$ cat src/rtl/arp_ctrl.sv
// ARP command controller: turns received requests into replies, issues user requests with
// timed retry, caches the resolved peer and spaces frames. Optional macro: ARP_REFRESH_EN.
module arp_ctrl #(
    parameter int unsigned RETRY_CYCLES = 125_000_000,
    parameter int unsigned MAX_RETRY    = 3,
    parameter int unsigned IFG_CYCLES   = 12,
    parameter int unsigned TX_TIMEOUT   = 4096
`ifdef ARP_REFRESH_EN
   ,parameter int unsigned REFRESH_CYCLES = 1_250_000_000
`endif
) (
    input  logic        clk,
    input  logic        rst_n,
    input  logic        arp_rx_done,
    input  logic        arp_rx_type,
    input  logic [47:0] src_mac,
    input  logic [31:0] src_ip,
    input  logic        req_trig,
    input  logic [31:0] req_ip,
    input  logic        tx_done,
    output logic        arp_tx_en,
    output logic        arp_tx_type,
    output logic [47:0] des_mac,
    output logic [31:0] des_ip,
    output logic        resolved,
    output logic [47:0] resolved_mac,
    output logic [31:0] resolved_ip,
    output logic        busy,
    output logic        retry_fail
);

    typedef enum logic [1:0] {IDLE, SEND, WAIT_DONE, GAP} state_t;

    localparam int unsigned RTW = (RETRY_CYCLES > 4) ? $clog2(RETRY_CYCLES) : 2;
    localparam int unsigned WDW = (TX_TIMEOUT > 2) ? $clog2(TX_TIMEOUT) : 1;
    localparam int unsigned GW  = (IFG_CYCLES > 4) ? $clog2(IFG_CYCLES) : 2;
    localparam int unsigned RCW = (MAX_RETRY > 1) ? $clog2(MAX_RETRY + 1) : 1;

    // The IDLE->SEND hop and the pending-flag register add two cycles of latency, so the
    // GAP and retry counters stop three short: the launch strobe lands exactly IFG_CYCLES
    // (resp. RETRY_CYCLES) cycles after the tx_done pulse.
    localparam logic [RTW-1:0] RETRY_LAST = RTW'((RETRY_CYCLES > 3) ? RETRY_CYCLES - 3 : 0);
    localparam logic [GW-1:0]  GAP_LAST   = GW'((IFG_CYCLES > 3) ? IFG_CYCLES - 3 : 0);
    localparam logic [WDW-1:0] WD_LAST    = WDW'(TX_TIMEOUT - 1);
    localparam logic [RCW-1:0] RETRY_MAX  = RCW'(MAX_RETRY);
    localparam logic [47:0]    BCAST_MAC  = {48{1'b1}};

    state_t           state, next_state;
    logic             rep_pend, req_pend, seq_active;
    logic [47:0]      rep_mac;
    logic [31:0]      rep_ip, tgt_ip;
    logic             retry_run;
    logic [RTW-1:0]   retry_timer;
    logic [RCW-1:0]   retry_cnt;
    logic [WDW-1:0]   wd_cnt;
    logic [GW-1:0]    gap_cnt;
    logic [1:0]       rst_hold;

    logic launch_ok, launch, rx_req, rx_match, frame_done, wd_expire;

    assign launch_ok  = (rst_hold == 2'd2);
    assign launch     = (state == IDLE) && (next_state == SEND);
    assign rx_req     = arp_rx_done && !arp_rx_type;
    assign rx_match   = arp_rx_done && arp_rx_type && seq_active && (src_ip == tgt_ip);
    assign frame_done = (state == WAIT_DONE) && tx_done;
    assign wd_expire  = (state == WAIT_DONE) && !tx_done && (wd_cnt == WD_LAST);

    // NOTE: clocked state uses non-blocking assignments so every flop samples pre-edge values.
    always_ff @(posedge clk or negedge rst_n) begin
        if (!rst_n) state <= IDLE;
        else        state <= next_state;
    end

    // NOTE: next_state gets a default before the case so no path leaves it unassigned (no latch).
    always_comb begin
        next_state = state;
        case (state)
            IDLE:      if (launch_ok && (rep_pend || req_pend)) next_state = SEND;
            SEND:      next_state = WAIT_DONE;
            WAIT_DONE: if (tx_done || (wd_cnt == WD_LAST)) next_state = GAP;
            GAP:       if (gap_cnt == GAP_LAST) next_state = IDLE;
            default:   next_state = IDLE;
        endcase
    end

    always_comb begin
        arp_tx_en = (state == SEND);
        busy      = (state != IDLE) || rep_pend || req_pend;
    end

`ifdef ARP_REFRESH_EN
    localparam logic [31:0] REFRESH_LAST = 32'(REFRESH_CYCLES - 1);
    logic [31:0] refresh_cnt;
`endif

    // NOTE: buffers and cached addresses are reset too, so every output reads 0 after reset.
    always_ff @(posedge clk or negedge rst_n) begin
        if (!rst_n) begin
            rep_pend     <= 1'b0;
            req_pend     <= 1'b0;
            seq_active   <= 1'b0;
            rep_mac      <= '0;
            rep_ip       <= '0;
            tgt_ip       <= '0;
            retry_run    <= 1'b0;
            retry_timer  <= '0;
            retry_cnt    <= '0;
            retry_fail   <= 1'b0;
            wd_cnt       <= '0;
            gap_cnt      <= '0;
            rst_hold     <= '0;
            arp_tx_type  <= 1'b0;
            des_mac      <= '0;
            des_ip       <= '0;
            resolved     <= 1'b0;
            resolved_mac <= '0;
            resolved_ip  <= '0;
`ifdef ARP_REFRESH_EN
            refresh_cnt  <= '0;
`endif
        end else begin
            if (rst_hold != 2'd2) rst_hold <= rst_hold + 2'd1;

            wd_cnt  <= (state == WAIT_DONE) ? wd_cnt + WDW'(1) : '0;
            gap_cnt <= (state == GAP) ? gap_cnt + GW'(1) : '0;

            // Launch: the only place the transmitter-facing fields change.
            if (launch) begin
                if (rep_pend) begin
                    rep_pend    <= 1'b0;
                    arp_tx_type <= 1'b1;
                    des_mac     <= rep_mac;
                    des_ip      <= rep_ip;
                end else begin
                    req_pend    <= 1'b0;
                    arp_tx_type <= 1'b0;
                    des_mac     <= BCAST_MAC;
                    des_ip      <= tgt_ip;
                end
            end

            // A request frame the transmitter never finished goes back in the queue.
            if (wd_expire && !arp_tx_type && seq_active) req_pend <= 1'b1;

            if (frame_done && !arp_tx_type && seq_active) begin
                retry_run   <= 1'b1;
                retry_timer <= '0;
            end else if (retry_run) begin
                if (retry_timer == RETRY_LAST) begin
                    retry_run <= 1'b0;
                    if (retry_cnt < RETRY_MAX) begin
                        retry_cnt <= retry_cnt + RCW'(1);
                        req_pend  <= 1'b1;
                    end else begin
                        retry_fail <= 1'b1;
                        seq_active <= 1'b0;
                        resolved   <= 1'b0;
                    end
                end else begin
                    retry_timer <= retry_timer + RTW'(1);
                end
            end

`ifdef ARP_REFRESH_EN
            if (!resolved) begin
                refresh_cnt <= '0;
            end else if (refresh_cnt == REFRESH_LAST) begin
                refresh_cnt <= '0;
                req_pend    <= 1'b1;
                retry_cnt   <= '0;
                retry_run   <= 1'b0;
                seq_active  <= 1'b1;
            end else begin
                refresh_cnt <= refresh_cnt + 32'd1;
            end
`endif

            if (rx_req) begin
                rep_pend <= 1'b1;
                rep_mac  <= src_mac;
                rep_ip   <= src_ip;
            end

            if (rx_match) begin
                resolved     <= 1'b1;
                resolved_mac <= src_mac;
                resolved_ip  <= src_ip;
                req_pend     <= 1'b0;
                retry_run    <= 1'b0;
                seq_active   <= 1'b0;
            end

            // A new trigger restarts the whole sequence, overriding anything above.
            if (req_trig) begin
                req_pend   <= 1'b1;
                tgt_ip     <= req_ip;
                retry_cnt  <= '0;
                retry_fail <= 1'b0;
                resolved   <= 1'b0;
                retry_run  <= 1'b0;
                seq_active <= 1'b1;
            end
        end
    end

endmodule
$ cat config.mk
export PLATFORM = sky130hd
export DESIGN_NAME = arp_ctrl
export DESIGN_NICKNAME = d
export VERILOG_FILES = /design/src/rtl/arp_ctrl.sv
export SDC_FILE = /design/constraint.sdc
export NUM_CORES = 1
export LEC_CHECK = 0
export BUFFER_PORTS_ARGS = -buffer_cell sky130_fd_sc_hd__clkbuf_2
export CAP_MARGIN = 30
export CORE_UTILIZATION = 49
export CTS_CLUSTER_SIZE = 24
export DETAILED_ROUTE_END_ITERATION = 7
export GPL_TIMING_DRIVEN = 0
export HOLD_SLACK_MARGIN = 0.03
export PLACE_DENSITY = 0.86
export SYNTH_ARGS = -nofsm -noshare
export SYNTH_HDL_FRONTEND = slang
export SYNTH_SLANG_ARGS = --single-unit
$ cat constraint.sdc
create_clock -name clk -period 2 [get_ports clk]
set_input_delay 0.3 -clock clk [delete_from_list [all_inputs] [get_ports clk]]
set_output_delay 0.3 -clock clk [all_outputs]
set_load 0.02 [all_outputs]
==> results of run 1 <==
## final cells by class
| class | count | share of cell area [%] |
|---|---|---|
| antenna | 1 | 0.0130 |
| buffer | 60 | 3.25 |
| clock buffer | 59 | 5.82 |
| clock inverter | 7 | 0.781 |
| inverter | 55 | 1.07 |
| multi-input combinational | 691 | 28.5 |
| sequential | 328 | 42.7 |
| tap | 341 | 2.22 |
| timing repair buffer | 416 | 15.6 |
## worst max-delay path by stage
stage	from	end	cells after the start
after floorplan	wd_cnt[0]$_DFF_PN0_	arp_tx_type$_DFFE_PN0N_	6
after global placement	rst_n	tgt_ip[14]$_DFFE_PN0P_	1
after detailed placement	wd_cnt[0]$_DFF_PN0_	des_mac[44]$_DFFE_PN0N_	7
after CTS	tgt_ip[28]$_DFFE_PN0P_	resolved_mac[2]$_DFFE_PN0P_	5
after global routing	wd_cnt[1]$_DFF_PN0_	des_mac[29]$_DFFE_PN0N_	9
final	wd_cnt[1]$_DFF_PN0_	des_mac[29]$_DFFE_PN0N_	9
## registers in the layout, summed over array words and instances (netlist names), 4 cells and up
name and cells:
des_mac 48, rep_mac 48, resolved_mac 48, des_ip 32, rep_ip 32, resolved_ip 32, tgt_ip 32, retry_timer 27
wd_cnt 12, gap_cnt 4
## metal layers
layer | global-route usage [%] | up-vias | routed length, um
li1 | - | 4838 | -
met1 | 35.1 | 5778 | 16500
met2 | 47.9 | 696 | 22000
met3 | 5.05 | 232 | 3490
met4 | 17.1 | 0 | 2910
met5 | 0 | - | 0
## power groups by stage
| stage | Sequential, uW | Combinational (uW) | Clock (uW) |
|---|---|---|---|
| after floorplan | 9550 | 2330 | 0 |
| after global routing | 9120 | 7700 | 7310 |
| after detailed placement | 8830 | 5140 | 0 |
| after CTS | 8820 | 6380 | 7020 |
| final | 9030 | 7330 | 6990 |
| after global placement | 8770 | 4950 | 0 |
## cell usage after synthesis, types with 10 or more instances
library cell	number	area share, %
nand2_1	64	1.8
nor4_1	10	0.46
a21oi_1	42	1.6
a31oi_1	48	2.2
xor2_1	17	1.1
nand4_1	14	0.65
nand3_1	20	0.74
dfrtp_1	328	61
clkbuf_1	39	1.1
inv_1	55	1.5
nor2_1	119	3.3
mux2_2	146	12
xnor2_1	44	2.8
mux2i_1	33	2.4
o21ai_0	57	2.1
buf_2	14	0.52
## timing repair
item                                    in CTS  in global routing
pin swaps                                   12                 33
gates resized for setup                    178                102
endpoints found under the setup margin     186                188
setup buffers                               23                 23
endpoints found under the hold margin      166                 73
cloned                                       8                  8
## critical path, cell delays in order, from the launching register on
cell,delay [ns]
dfrtp_1,0.38
ha_2,0.19
and4_4,0.20
nand4_1,0.16
a2111oi_4,0.40
buf_6,0.22
buf_12,0.17
clkbuf_16,0.17
nor2_4,0.03
a31oi_1,0.21
## logic make-up (layout without fill, tap and decap cells)
family                     after synthesis  after routing  synth area share (%)
buffers and inverters                  117            597                  3.40
other                                    0              1                     0
muxes                                  179            179                  14.6
AOI/OAI and AO/OA                      167            167                  7.17
DFF                                    328            328                  60.7
and+or+nand+nor                        277            277                  9.54
adders and majority gates                7              7                 0.648
xor gates and xnor gates                61             61                  3.95
## per-stage QoR
step | hold slack [ns] | setup TNS, ns | total power [uW] | cell area [um2] | cells
2_1_floorplan | 0.00441 | -6.27 | 11900 | 13500 | 1136
6_report | -0.232 | -22.79 | 23400 | 19200 | 1958
4_1_cts | -0.206 | -12.75 | 22200 | 18500 | 1928
3_3_place_gp | 0.454 | -2151.41 | 13700 | 15400 | 1758
3_5_place_dp | 0.349 | -157.41 | 14000 | 15500 | 1761
5_1_grt | -0.173 | -38.87 | 24100 | 19200 | 1958
==> flow_summary.yaml, run 1 <==
timing:
  fin_crit_ns: 2.21
  fin_ws_ns: -0.213
  grt_setup_unrepaired: "true"
  hold_violations: 73
  max_slew.worst_pin.slew_ns: 0.944
  period_share_pct: 111
  finClkSkew_ns: 0.0331
  drv_slew: 0
  fin_hold_ws_ns: -0.232
  maxSlewHeadroom_pct: 37.1
  clock.fmax_mhz: 452
  setup_viol: 172
power:
  p_seq_share_pct: 38.7
  leakagePower_uw: 0.00908
  p_per_area_nw_per_um2: 1210
  p_int_uw: 15200
  peakVddDrop_v: 0.000869
  power.switching_uw: 8120
  combinationalPowerShare_pct: 31.4
  switching_share_pct: 34.8
  p_clk_share_pct: 29.9
detailed_routing:
  first_pass_iters: 6
  wl_per_cell_um: 22.9
  routed_wl_um: 44800
  drc_errors: 0
  drtIter0Drc: 913
  via_per_inst: 5.90
  vias: 11500
  antenna_left: 0
min_path:
  hold_path.class: "primary input to asynchronous set/reset pin"
floorplanning:
  io_pins: 283
  fp.dieW_um: 168
  rows: 60
  die_h_um: 168
  start_util_pct: 50.0
  fp.dieArea_um2: 28300
  core_area_um2: 27000
yosys:
  synth-async-reset-ratio_pct: 100
  synth_area_per_cell_um2: 11.9
  syn-num-nets: 1261
  synthCells: 1136
  yosys_warnings: 0
  synth-edff-count: 0
  ys_ff_latch: 328
  ys_types: 44
  ys_seq_area_share_pct: 60.7
  syn_area_um2: 13500
  synth_top_flop_cell: "dfrtp_1"
clock_network:
  hold_buffers: 71
  cts_buffer_depth: 3
  cts_tree: "done"
  cts_made_buffers: 36
  cts_root_buffer: "clkbuf_16"
  insertion_delay_ns: 0.54
  cts.sinks: 328
  htreeDepth: 2
  path_clk_slew_ns: 0.07
setup_path:
  criticalPathCategory: "register to register"
  rrSetupSlack_ns: -0.21
  r2r_cells: 9
  r2r-start: "wd_cnt[1]$_DFF_PN0_"
  cp.required_ns: 2.44
  worst_r2r_endpoint: "des_mac[29]$_DFFE_PN0N_"
  cp-end-kind: "register"
  crit_fanout: 6
  critical_path_arrival_ns: 2.65
  cp-start-kind: "register"
finish:
  final_cell_mix: "dfrtp_1, clkbuf_2, mux2_2"
  multi_input_area_um2: 5490
  area_growth_pct: 42.2
  layout-drive-gt1-share_pct: 43.6
  fin_util_pct: 71.2
  fin_nets: 1713
  seq_area_um2: 8210
  n_fill_cell: 1658
  layout_commonest_cell: "dfrtp_1"
grt:
  grt_pass1_vias: 11500
  antenna_found_initial: 1
  grt_usage_pct: 28.7
  grt_pass1_wl_um: 62800
  grt_max_degree: 105
  overflow: 0
status:
  violations: "negative hold slack, negative setup slack"
  outcome: "finished, violations left"
placement:
  place_hpwl_um: 25300
  routabilityCongestion: 0.888
  portBuffers: 281
  place_ws_ns: -1.04
job:
  max_cap_violations: 0
(Power assumes the default switching activity.)
==> run 2: changes to the inputs <==
==> constraint.sdc (replaced) <==
create_clock -name clk -period 1.9 [get_ports clk]
set_input_delay 0.285 -clock clk [delete_from_list [all_inputs] [get_ports clk]]
set_output_delay 0.285 -clock clk [all_outputs]
set_load 0.02 [all_outputs]
==> flow_summary.yaml, run 2 (same netlist as run 1, synthesis figures left out) <==
timing:
  grt_setup_unrepaired: "true"
  setup_viol: 190
  fin_hold_ws_ns: 0.0453
  fin_crit_ns: 2.26
  hold_violations: 0
  max_slew.worst_pin.slew_ns: 0.957
  finClkSkew_ns: 0.0217
  period_share_pct: 119
  clock.fmax_mhz: 443
  fin_ws_ns: -0.360
  drv_slew: 0
  maxSlewHeadroom_pct: 36.2
  fin_tns_setup_ns: -42.81
placement:
  placement.cell_area_um2: 15500
  place_hpwl_um: 25200
  portBuffers: 281
  place_inst: 1760
  routabilityCongestion: 0.900
finish:
  layout_commonest_cell: "dfrtp_1"
  area_growth_pct: 39.5
  stdcell_area_um2: 18900
  fin_nets: 1715
  final_cell_mix: "dfrtp_1, clkbuf_2, mux2_2"
  final_cells: 1956
  layout-drive-gt1-share_pct: 42.3
  reg_top3: "des_mac: 48 flops, rep_mac: 48 flops, resolved_mac: 48 flops"
  fin_util_pct: 69.8
job:
  max_cap_violations: 0
power:
  p_seq_share_pct: 40.6
  p_clk_share_pct: 29.4
  combinationalPowerShare_pct: 30.0
  switching_share_pct: 34.9
  power.switching_uw: 8090
  leakagePower_uw: 0.00901
  peakVddDrop_v: 0.000817
  p_per_area_nw_per_um2: 1230
  p_int_uw: 15100
grt:
  grt_pass1_wl_um: 64000
  grt_pass1_vias: 11800
  antenna_found_initial: 2
  grt_max_degree: 119
  overflow: 0
  grt_usage_pct: 29.2
detailed_routing:
  first_pass_iters: 7
  vias: 11400
  via_per_inst: 5.82
  wl_per_cell_um: 22.6
  antenna_left: 0
  routed_wl_um: 44200
  drc_errors: 0
  drtIter0Drc: 1008
setup_path:
  cp-start-kind: "register"
  r2r_cells: 9
  cp.required_ns: 2.31
  cp-end-kind: "register"
  criticalPathCategory: "register to register"
  max_stage_delay_ns: 0.42
  cp.depth: 9
  r2r-start: "wd_cnt[1]$_DFF_PN0_"
  cp_num_buf_inv: 3
  critical_path_arrival_ns: 2.67
  crit_fanout: 5
  cp_top_family: "compound AO/OA/AOI/OAI gates"
  rrSetupSlack_ns: -0.36
  path_cells: "ha_2, and4_4, nand4_1, a2111oi_4, buf_6, buf_12, clkbuf_16, nor2_4, a31oi_1"
  worst_r2r_endpoint: "des_mac[23]$_DFFE_PN0N_"
  cp_slowest_cell: "a2111oi_4"
  worst_setup_path_endpoint: "des_mac[23]$_DFFE_PN0N_"
  crit_path_start: "wd_cnt[1]$_DFF_PN0_"
clock_network:
  htreeDepth: 2
  cts.sinks: 328
  cts_tree: "done"
  insertion_delay_ns: 0.52
  cts_root_buffer: "clkbuf_16"
  cts_buffer_depth: 3
  path_clk_slew_ns: 0.06
  cts_made_buffers: 35
floorplanning:
  io_pins: 283
  die_h_um: 168
  start_util_pct: 50.0
  fp.dieArea_um2: 28300
  core_area_um2: 27000
  rows: 60
  fp.dieW_um: 168
status:
  outcome: "finished, violations left"
  violations: "negative setup slack"
min_path:
  hold_path.class: "primary input to register"
==> run 2: cell types whose count changed in the layout (fill, tap and decap cells not counted), moves of 7 or more <==
cell       change
clkbuf_16      -7
nor2_1        +23
nor2_4        -16
buf_6          +7
nor2_2         -7
==> run 2: metal layers <==
metal | vias to the layer above | global-route usage [%] | share of wire [%] | wire length [um]
met5 | - | 0 | 0 | 0
met1 | 5701 | 34.9 | 37 | 16400
met3 | 188 | 5.43 | 6.8 | 2990
met4 | 0 | 14.7 | 5.4 | 2400
met2 | 669 | 50.6 | 51 | 22400
li1 | 4832 | - | - | -
==> run 2: final cells by class <==
cell class	count	area (um2)
sequential	328	8210
fill	1715	8160
multi-input combinational	691	5400
clock buffer	54	1070
inverter	55	206
antenna	2	5.00
timing repair buffer	422	2940
clock inverter	6	77.6
tap	341	427
buffer	57	531
==> run 2: worst min path at each step <==
| stage | start | end | slack [ns] | depth (start not counted) |
|---|---|---|---|---|
| after floorplan | rst_n | arp_tx_type$_DFFE_PN0N_ | -0.01 | 0 |
| after global placement | rst_hold[0]$_DFFE_PN0N_ | rst_hold[0]$_DFFE_PN0N_ | 0.45 | 1 |
| after detailed placement | rst_n | des_mac[34]$_DFFE_PN0N_ | 0.43 | 1 |
| after CTS | src_mac[41] | rep_mac[41]$_DFFE_PN0P_ | 0.04 | 3 |
| after global routing | src_mac[41] | rep_mac[41]$_DFFE_PN0P_ | 0.04 | 3 |
| final | src_mac[36] | rep_mac[36]$_DFFE_PN0P_ | 0.05 | 3 |
==> run 2: power by group through the flow <==
stage	clock, uW	sequential, uW	combinational [uW]
final	6830	9440	6960
after global routing	7160	9530	7390
after CTS	6840	9210	6230
after detailed placement	0	9300	5450
after global placement	0	9230	5230
after floorplan	0	10100	2460
==> run 2: metrics by stage <==
step / total power [uW] / worst slack (ns)
after floorplan: 12500 / -0.198
after global placement: 14500 / -6.26
after detailed placement: 14800 / -1.14
after CTS: 22300 / -0.203
after global routing: 24100 / -0.442
final: 23200 / -0.360
==> run 2: tightest hold or removal path: stages <==
cell and delay (ns):
clkbuf_2 0.10, nand2_1 0.04, o21ai_0 0.08
==> run 2: repair_timing <==
item                       4_1_cts  5_1_grt
hold endpoints to repair       206        0
setup endpoints to repair      196      212
buffers inserted                32       20
hold buffers                    77        0
resized for setup              131      113
pin swaps                       16       41
gates cloned                     2        8
